===== src/rtl/bsg_vanilla_pkg.sv =====
// Shared vanilla-core remote packet types plus the responder FSM state encoding
// (kept here so the debug trace can decode it).
package bsg_vanilla_pkg;

  localparam int RV32_reg_data_width_gp = 32;
  localparam int RV32_reg_addr_width_gp = 5;

  typedef enum logic [1:0] {
    e_vanilla_amoswap = 2'b00,
    e_vanilla_amoor   = 2'b01,
    e_vanilla_amoadd  = 2'b10
  } bsg_vanilla_amo_type_e;

  typedef struct packed {
    logic       float_wb;
    logic       is_unsigned_op;
    logic       is_byte_op;
    logic       is_hex_op;
    logic [1:0] part_sel;
  } load_info_s;

  typedef struct packed {
    logic                                write_not_read;
    logic                                is_amo_op;
    logic                                is_uncached_op;
    bsg_vanilla_amo_type_e               amo_type;
    logic [3:0]                          mask;
    load_info_s                          load_info;
    logic [RV32_reg_addr_width_gp-1:0]   reg_id;
    logic [RV32_reg_data_width_gp-1:0]   data;
    logic [31:0]                         addr;
  } remote_req_s;

  typedef struct packed {
    logic                                float_wb;
    logic                                is_unsigned_op;
    logic                                is_byte_op;
    logic                                is_hex_op;
    logic [1:0]                          part_sel;
    logic [RV32_reg_addr_width_gp-1:0]   reg_id;
    logic [RV32_reg_data_width_gp-1:0]   data;
  } remote_load_resp_s;

  typedef enum logic [1:0] {
    eIDLE    = 2'b00,
    eRD_WAIT = 2'b01,
    eAMO_WR  = 2'b10
  } vanilla_responder_state_e;

endpackage


===== src/rtl/bsg_two_fifo.sv =====
// Two-entry fall-through FIFO: data_o shows the head entry whenever v_o is high.
// Enqueue and dequeue may happen in the same cycle.
module bsg_two_fifo #(
  parameter int width_p = 8
) (
  input  logic               clk_i,
  input  logic               reset_n_i,
  input  logic               v_i,
  input  logic [width_p-1:0] data_i,
  output logic               ready_o,
  output logic               v_o,
  output logic [width_p-1:0] data_o,
  input  logic               yumi_i
);

  logic [width_p-1:0] r_mem [2];
  logic               r_wr_ptr;
  logic               r_rd_ptr;
  logic [1:0]         r_count;
  logic               w_enq;
  logic               w_deq;

  assign ready_o = (r_count != 2'd2);
  assign v_o     = (r_count != 2'd0);
  assign data_o  = r_mem[r_rd_ptr];
  assign w_enq   = v_i & ready_o;
  assign w_deq   = yumi_i & v_o;

  always_ff @(posedge clk_i) begin
    if (!reset_n_i) begin
      r_wr_ptr <= 1'b0;
      r_rd_ptr <= 1'b0;
      r_count  <= 2'd0;
    end else begin
      if (w_enq) r_wr_ptr <= ~r_wr_ptr;
      if (w_deq) r_rd_ptr <= ~r_rd_ptr;
      r_count <= r_count + {1'b0, w_enq} - {1'b0, w_deq};
    end
  end

  // Storage carries no reset; occupancy alone decides validity.
  always_ff @(posedge clk_i) begin
    if (w_enq) r_mem[r_wr_ptr] <= data_i;
  end

endmodule


===== src/rtl/vanilla_remote_req_responder.sv =====
// Target-side responder for remote requests: services stores, loads and AMOs
// against a single-port word SRAM and returns load/AMO responses in order.
module vanilla_remote_req_responder
  import bsg_vanilla_pkg::*;
#(
  parameter int mem_addr_width_p = 10,
  parameter int data_width_p     = RV32_reg_data_width_gp
) (
  input  logic                               clk_i,
  input  logic                               reset_n_i,
  input  logic                               req_v_i,
  input  logic [$bits(remote_req_s)-1:0]     req_i,
  output logic                               req_ready_o,
  output logic                               mem_v_o,
  output logic                               mem_w_o,
  output logic [mem_addr_width_p-1:0]        mem_addr_o,
  output logic [data_width_p-1:0]            mem_data_o,
  output logic [3:0]                         mem_mask_o,
  input  logic [data_width_p-1:0]            mem_data_i,
  output logic                               resp_v_o,
  output logic [$bits(remote_load_resp_s)-1:0] resp_o,
  input  logic                               resp_yumi_i,
  output logic                               store_ack_o
);

  remote_req_s               w_req;
  vanilla_responder_state_e  r_state;
  vanilla_responder_state_e  w_state_next;

  logic [RV32_reg_addr_width_gp-1:0] r_reg_id;
  load_info_s                        r_load_info;
  bsg_vanilla_amo_type_e             r_amo_type;
  logic [data_width_p-1:0]           r_data;
  logic [data_width_p-1:0]           r_old;
  logic [mem_addr_width_p-1:0]       r_addr;
  logic                              r_is_amo;
  logic                              r_store_ack;

  logic                              w_is_store;
  logic                              w_accept;
  logic [1:0]                        w_req_amo_bits;
  logic [data_width_p-1:0]           w_amo_new;
  logic                              w_enq_v;
  remote_load_resp_s                 w_resp_data;
  logic                              w_fifo_ready;
  logic                              w_fifo_v;
  logic [$bits(remote_load_resp_s)-1:0] w_fifo_data;
  logic                              w_unused;

  assign w_req          = req_i;
  assign w_req_amo_bits = w_req.amo_type;
  assign w_unused       = ^{w_req.is_uncached_op, w_req.addr};
  assign w_is_store     = w_req.write_not_read & ~w_req.is_amo_op;

  assign req_ready_o = reset_n_i & (r_state == eIDLE) & w_fifo_ready;
  assign w_accept    = req_v_i & req_ready_o;
  assign resp_v_o    = reset_n_i & w_fifo_v;
  assign resp_o      = w_fifo_data;
  assign store_ack_o = reset_n_i & r_store_ack;

  // Encoding 2'b11 is illegal and falls through to swap.
  always_comb begin
    w_amo_new = r_data;
    case (r_amo_type)
      e_vanilla_amoor:  w_amo_new = r_old | r_data;
      e_vanilla_amoadd: w_amo_new = r_old + r_data;
      default:          w_amo_new = r_data;
    endcase
  end

  always_comb begin
    w_state_next              = r_state;
    mem_v_o                   = 1'b0;
    mem_w_o                   = 1'b0;
    mem_addr_o                = r_addr;
    mem_data_o                = '0;
    mem_mask_o                = 4'h0;
    w_enq_v                   = 1'b0;
    w_resp_data.float_wb       = r_load_info.float_wb;
    w_resp_data.is_unsigned_op = r_load_info.is_unsigned_op;
    w_resp_data.is_byte_op     = r_load_info.is_byte_op;
    w_resp_data.is_hex_op      = r_load_info.is_hex_op;
    w_resp_data.part_sel       = r_load_info.part_sel;
    w_resp_data.reg_id         = r_reg_id;
    w_resp_data.data           = mem_data_i;
    if (!reset_n_i) begin
      w_state_next = eIDLE;
    end else begin
      case (r_state)
        eIDLE: begin
          if (w_accept) begin
            mem_v_o    = 1'b1;
            mem_addr_o = w_req.addr[2+:mem_addr_width_p];
            if (w_is_store) begin
              mem_w_o    = 1'b1;
              mem_data_o = w_req.data;
              mem_mask_o = w_req.mask;
            end else begin
              w_state_next = eRD_WAIT;
            end
          end
        end
        eRD_WAIT: begin
          if (r_is_amo) begin
            w_state_next = eAMO_WR;
          end else begin
            w_enq_v      = 1'b1;
            w_state_next = eIDLE;
          end
        end
        eAMO_WR: begin
          mem_v_o          = 1'b1;
          mem_w_o          = 1'b1;
          mem_data_o       = w_amo_new;
          mem_mask_o       = 4'hF;
          w_enq_v          = 1'b1;
          w_resp_data.data = r_old;
          w_state_next     = eIDLE;
        end
        default: w_state_next = eIDLE;
      endcase
    end
  end

  always_ff @(posedge clk_i) begin
    if (!reset_n_i) begin
      r_state     <= eIDLE;
      r_store_ack <= 1'b0;
      r_is_amo    <= 1'b0;
    end else begin
      r_state     <= w_state_next;
      r_store_ack <= w_accept & w_is_store;
      if (w_accept & ~w_is_store) r_is_amo <= w_req.is_amo_op;
    end
  end

  // Captured request fields; only meaningful while a load/AMO is in flight.
  always_ff @(posedge clk_i) begin
    if (w_accept & ~w_is_store) begin
      r_reg_id    <= w_req.reg_id;
      r_load_info <= w_req.load_info;
      r_amo_type  <= w_req.amo_type;
      r_data      <= w_req.data;
      r_addr      <= w_req.addr[2+:mem_addr_width_p];
    end
    if (r_state == eRD_WAIT) r_old <= mem_data_i;
  end

  always_ff @(posedge clk_i) begin
    if (reset_n_i && w_accept && w_req.is_amo_op) begin
      assert (w_req_amo_bits != 2'b11);
    end
  end

  bsg_two_fifo #(
    .width_p($bits(remote_load_resp_s))
  ) u_resp_fifo (
    .clk_i     (clk_i),
    .reset_n_i (reset_n_i),
    .v_i       (w_enq_v),
    .data_i    (w_resp_data),
    .ready_o   (w_fifo_ready),
    .v_o       (w_fifo_v),
    .data_o    (w_fifo_data),
    .yumi_i    (resp_yumi_i)
  );

endmodule


===== config.mk =====
export PLATFORM = sky130hd
export DESIGN_NAME = vanilla_remote_req_responder
export DESIGN_NICKNAME = d
export VERILOG_FILES = /design/src/rtl/bsg_vanilla_pkg.sv /design/src/rtl/bsg_two_fifo.sv /design/src/rtl/vanilla_remote_req_responder.sv
export SDC_FILE = /design/constraint.sdc
export NUM_CORES = 1
export LEC_CHECK = 0
export BUFFER_PORTS_ARGS = -buffer_cell sky130_fd_sc_hd__buf_2
export CORE_ASPECT_RATIO = 1.25
export CORE_MARGIN = 2
export CORE_UTILIZATION = 60
export CTS_CLUSTER_DIAMETER = 60
export DETAILED_ROUTE_END_ITERATION = 7
export PLACE_DENSITY = 0.94
export SLEW_MARGIN = 40
export SYNTH_ARGS = -nofsm -noshare
export SYNTH_HDL_FRONTEND = slang
export SYNTH_SLANG_ARGS = --single-unit
export TNS_END_PERCENT = 5

===== constraint.sdc =====
create_clock -name clk_i -period 8.95 [get_ports clk_i]
set_input_delay 0.4475 -clock clk_i [delete_from_list [all_inputs] [get_ports clk_i]]
set_output_delay 0.4475 -clock clk_i [all_outputs]
set_load 0.02 [all_outputs]

==> results of run 1 <==
stage by stage:
stage          setup WS (ns)  hold slack, ns  cell area, µm²  std cells  power, mW
6_report                4.87           0.177           11800       1305       2.22
5_1_grt                 4.72           0.165           11800       1304       2.31
4_1_cts                 4.95           0.164           11800       1304       2.23
3_5_place_dp            5.44           0.433           11200       1272       1.49
3_3_place_gp            5.39           0.423           11200       1272       1.48
2_1_floorplan           4.94           0.421           10100        898       1.35
cell type report:
cell class,instances,area share [%]
Inverter,91,2.89
Timing Repair Buffer,200,8.67
Tap cell,220,2.33
Sequential cell,182,45.4
Clock buffer,17,3.59
Multi-Input combinational cell,579,35.7
Clock inverter,15,1.32
Antenna cell,1,0.0211
layer usage:
layer  vias up  routed length (µm)  GRT usage (%)
met4         0                1000           15.5
met1      3826                9990           34.4
met5         -                   0              0
met3        84                1790           4.78
met2       426               13000           49.7
li1       3637                   -              -
where the power goes:
group | total, mW | leakage [nW] | switching (mW) | internal [mW]
Combinational | 0.463 | 3.09 | 0.271 | 0.192
Clock | 0.739 | 0.286 | 0.366 | 0.373
Sequential | 1.02 | 1.65 | 0.0464 | 0.974
Total | 2.22 | 5.02 | 0.684 | 1.54
logic make-up after synthesis:
group	synth area share (%)
compound gates	16.2
xor+xnor	2.17
fa+ha+maj	8.87
buf+inv	5.17
flops	53.2
mux	6.11
simple gates	8.28
state kept, by name (all words and copies together) (netlist names), named ones only:
name	cells
r_reg_id	5
r_data	32
u_resp_fifo.r_rd_ptr	1
r_load_info	6
r_amo_type	2
u_resp_fifo.r_count	2
r_is_amo	1
u_resp_fifo.r_wr_ptr	1
r_store_ack	1
r_old	32
u_resp_fifo.r_mem	86
r_state	2
r_addr	10
cells in the final DEF (no fill, tap or decap), drive strengths merged, types with 4 or more instances in the layout:
master,count
buf,200
a22oi,17
nand3,17
nor2b,11
or3,4
nor3,7
and2,7
o21a,6
a31oi,6
a21o,21
a221oi,11
xnor2,16
o211ai,8
o22ai,20
and3,6
dfxtp,9
o21ai,72
clkinv,8
nand4,6
edfxtp,173
a222oi,4
xor2,9
mux2,53
a21oi,51
nand2,67
clkbuf,17
a221o,4
nor2,42
inv,98
ha,70
a21boi,4
a31o,5
o31ai,4
final timing paths:
kind                                        end  cells past startpoint  slack [ns]
max                              mem_data_o[24]                     12        4.87
min                       r_reg_id[1]$_DFFE_PP_                      1        0.18
max reg2reg            r_load_info[0]$_DFFE_PP_                      6        6.16
min reg2reg  u_resp_fifo.r_mem[1][32]$_DFFE_PP_                      0        0.45
worst max-delay path, stage by stage (launching register included):
cell and delay [ns]:
sky130_fd_sc_hd__edfxtp_1 0.36, sky130_fd_sc_hd__ha_1 0.17, sky130_fd_sc_hd__inv_1 0.06, sky130_fd_sc_hd__fa_1 0.40, sky130_fd_sc_hd__and2b_1 0.25, sky130_fd_sc_hd__o2111ai_2 0.14, sky130_fd_sc_hd__a21boi_2 0.26, sky130_fd_sc_hd__o21ai_2 0.15
sky130_fd_sc_hd__o21bai_1 0.34, sky130_fd_sc_hd__a31oi_1 0.19, sky130_fd_sc_hd__o31a_1 0.27, sky130_fd_sc_hd__nor4_1 0.33, sky130_fd_sc_hd__buf_2 0.26
==> metrics, run 1 <==
worst clock skew=between 0.009 and 0.01 ns; total congestion overflow=0; 1st-pass router iterations=5; actual slew at the worst max-slew pin=0.843 ns; number of nets in the layout=1262; number of fill cells in the layout=1179; worst endpoint required time=8.50 ns; Initial Utilization=60.7%; final number of max-transition violations=0; die outline width=120 µm; area taken by multi-input logic gates=4230 µm²; maximum number of pins on one net before global-route repair=58; setup violation total in the final timing report=0; endpoints failing hold=0; Synth async-reset ratio=0%; unrepaired setup endpoints after global routing=no; syn nets=1089; power density of the placed cells=188 nW/µm²; Max Fanout on Critical Path=4; global-route wire length before repair=39900 µm; fraction of final layout cells sized beyond drive strength 1=28.5%; GRT Total Usage=28.8%; worst setup path start=r_data[0]$_DFFE_PP_; Area Growth Syn to Fin=17.2%; number of flops mapped to enable cells by yosys=173; number of core rows=53; summed instance area of the synthesized netlist=10100 µm²; CTS Root Buffer Type=sky130_fd_sc_hd__clkbuf_16; GP Congestion=a little over 0.9; vias after detailed routing=around 8000; area of the placeable core=roughly 17000 µm²; synth top area cells=sky130_fd_sc_hd__edfxtp_1, sky130_fd_sc_hd__ha_1, sky130_fd_sc_hd__mux2_2, sky130_fd_sc_hd__inv_1, sky130_fd_sc_hd__o21ai_0; clock tree buffer depth=2; register bit total from synthesis=between 150 and 200; category of the most critical setup path=reg2out; number of design-rule violations left by the first detailed-router iteration=646; element type at the critical path end=output pin; launching point of the worst reg2reg path=r_state[1]$_SDFFE_PN0P_; max-cap violations=0; count leader, synth=sky130_fd_sc_hd__edfxtp_1; leading cell types by count after synthesis=sky130_fd_sc_hd__edfxtp_1, sky130_fd_sc_hd__inv_1, sky130_fd_sc_hd__ha_1, sky130_fd_sc_hd__nand2_1, sky130_fd_sc_hd__o21ai_0; initial antenna violation count=1; mean routed wirelength per cell=~20 µm; highest clock frequency the design can meet=around 0.25 GHz; routed via count divided by cell count=between 6 and 7; worst-case headroom to the max-slew limit=43.8%; H-Tree Depth=4; CP Data Arrival Time=3.63 ns; start point of the worst min-delay path=req_i[65]; prevailing post-synth register cell=sky130_fd_sc_hd__edfxtp_1; leading area contributor after synthesis=sky130_fd_sc_hd__edfxtp_1; Post-CTS Resized=0; status=finished, final reports clean; Max IR drop VDD=0.000164 V; WL final=about 26000 µm; Core Util, Final=71.1%; post-synthesis cell type count=62; sequential cell area fraction in the yosys report=53.2%; post-CTS setup-driven buffer insertion count=0; CTS Hold Buffers Added=0; Final Cycle Share=45.6%; number of clock sinks seen by CTS=roughly 180; instance count of the mapped netlist=898; Num CTS Buffers=17; FF/Latch Area=5380 µm²; Setup crit start kind=register; TritonCTS clock tree=yes; Die ar.=17900 µm²; Synth Area per Inst=11.2 µm²; leak pwr=5.02 nW; register clock-pin slew on the reported worst setup and hold paths=0.08 ns; I/O pin cnt=214; share of Yosys cell area claimed by the top area cell type=between 50% and 60%; count of warnings emitted by yosys=0; minimum clock period=around 4.1 ns; number of buffers inserted by port buffering=190; clock insertion delay at the later pin of the skew report=0.45 ns; Remaining DRCs=0; worst min-delay path category=in2reg; sum of negative setup slack=0 ns; DP HPWL=around 18000 µm; final antenna-violating net count=0; DIE HEIGHT=149 µm; number of global-route vias before repair=between 8000 and 9000
(Power assumes the default switching activity.)
==> run 2: changes to the inputs <==
CORE_UTILIZATION = 50   (was 60)
PLACE_DENSITY = 0.84   (was 0.94)
clock period = 3.7 ns   (was 8.95 ns; I/O delays follow)
==> metrics, run 2 (synthesized netlist as in run 1, its figures left out) <==
worst endpoint required time=3.51 ns; Die ar.=21400 µm²; vias after detailed routing=about 8100; most frequent standard cell in the layout excluding fill and tap cells=sky130_fd_sc_hd__buf_2; number of buffers inserted by port buffering=190; proportion of power drawn by combinational gates=~23%; setup violation total in the final timing report=0; highest clock frequency the design can meet=0.277 GHz; DP HPWL=18200 µm; top library cells by usage in the layout, fill and taps aside=sky130_fd_sc_hd__buf_2, sky130_fd_sc_hd__edfxtp_1, sky130_fd_sc_hd__inv_1; count of antenna diodes in the layout=0; worst min-delay path category=in2reg; minimum clock period=3.61 ns; maximum number of pins on one net before global-route repair=40; Clock Power Share=between 30% and 40%; actual slew at the worst max-slew pin=0.839 ns; Final Cycle Share=a little over nine tenths; reg2reg path depth=6; Num CTS Buffers=17; Core Util, Final=64.4%; final worst slack=between 0.09 and 0.1 ns; final antenna-violating net count=0; initial antenna violation count=0; Remaining DRCs=0; area of the placeable core=20000 µm²; fraction of final layout cells sized beyond drive strength 1=26.9%; die outline width=131 µm; number of global-route vias before repair=8190; DIE HEIGHT=163 µm; cell-internal power=3.79 mW; I/O pin cnt=214; total congestion overflow=0; post-CTS setup-driven buffer insertion count=0; final number of max-transition violations=0; Max Fanout on Critical Path=4; leak pwr=around 5.4 nW; category of the most critical setup path=reg2out; power density of the placed cells=426 nW/µm²; Initial Utilization=50.6%; routed via count divided by cell count=~5.6; status=finished, final reports clean; H-Tree Depth=4; 1st-pass router iterations=5; clock insertion delay at the later pin of the skew report=roughly 0.44 ns; max reg flops=86; clock tree buffer depth=2; WL final=27600 µm; final hold slack=between 0.04 and 0.05 ns; endpoints failing hold=0; count of cells along the worst hold path=3; global-route wire length before repair=42200 µm; Area Growth Syn to Fin=27.3%; number of design-rule violations left by the first detailed-router iteration=about 630; worst-case headroom to the max-slew limit=43.9%; part of the total power dissipated in sequential elements=~44%; number of core rows=58; GP Congestion=around 0.9; TritonCTS clock tree=yes; CP Data Arrival Time=3.42 ns; Max IR drop VDD=0.000331 V; GRT Total Usage=25.2%; sw power=1.69 mW; register clock-pin slew on the reported worst setup and hold paths=0.07 ns; minimum setup slack after placement=about 0.43 ns; element type at the critical path end=output pin; CTS Root Buffer Type=sky130_fd_sc_hd__clkbuf_16; unrepaired setup endpoints after global routing=yes; worst clock skew=0.00684 ns; number of clock sinks seen by CTS=182; Setup crit start kind=register; number of nets in the layout=1356; biggest regs=u_resp_fifo.r_mem: 86 flops, r_data: 32 flops, r_old: 32 flops; mean routed wirelength per cell=19.0 µm; net switching share of the total power=30.8%; register name with the most flops=u_resp_fifo.r_mem; max-cap violations=0
## run 2: worst paths after layout
kind                      startpoint                                  to  slack [ns]
min                        req_i[82]               r_is_amo$_SDFFE_PN0P_        0.04
max              r_data[0]$_DFFE_PP_                      mem_data_o[26]        0.09
max reg2reg  r_state[0]$_SDFFE_PN0P_  u_resp_fifo.r_mem[1][31]$_DFFE_PP_        1.01
min reg2reg    r_reg_id[1]$_DFFE_PP_  u_resp_fifo.r_mem[0][33]$_DFFE_PP_        0.45
## run 2: per-layer routing
layer	global-route usage, %	routed length (µm)
met3	4.36	1760
met2	45.0	14000
met1	30.6	11100
met4	9.88	685
met5	0	0
## run 2: final cells by class
cell class / count / area (µm²)
fill: 1489 / 7100
sequential: 182 / 5380
multi-input combinational: 579 / 4250
timing repair buffer: 294 / 1960
clock buffer: 17 / 425
inverter: 91 / 342
tap: 270 / 338
clock inverter: 15 / 160
## run 2: what timing repair did
item	4_1_cts	5_1_grt
hold buffers	87	0
gates resized for setup	1	4
pin swaps	0	1
hold endpoints to repair	87	0
endpoints found under the setup margin	1	4
## run 2: power by group through the flow
stage / registers [mW] / clock network (mW) / logic, mW
after global routing: 2.44 / 1.89 / 1.35
after global placement: 2.47 / 0 / 1.14
after floorplan: 2.43 / 0 / 0.839
after CTS: 2.43 / 1.82 / 1.24
final: 2.43 / 1.80 / 1.25
after detailed placement: 2.48 / 0 / 1.15
## run 2: critical path: stages, from the launching register on
cell and delay [ns]:
sky130_fd_sc_hd__edfxtp_1 0.37, sky130_fd_sc_hd__ha_1 0.18, sky130_fd_sc_hd__inv_1 0.06, sky130_fd_sc_hd__fa_1 0.40, sky130_fd_sc_hd__and2b_1 0.25, sky130_fd_sc_hd__o2111ai_2 0.14
sky130_fd_sc_hd__a21boi_2 0.25, sky130_fd_sc_hd__o21ai_2 0.15, sky130_fd_sc_hd__or4_4 0.53, sky130_fd_sc_hd__a31oi_4 0.20, sky130_fd_sc_hd__o21ai_2 0.06, sky130_fd_sc_hd__a31o_1 0.24
sky130_fd_sc_hd__buf_2 0.16
## run 2: stage by stage
step	cell area [µm²]	std cells	setup TNS, ns	power (mW)
floorplan	10100	898	-11.20	3.27
global placement	11400	1329	0	3.61
detailed placement	11400	1329	0	3.63
CTS	12800	1448	0	5.49
global route	12900	1448	-0.0220	5.69
finish	12900	1448	0	5.48
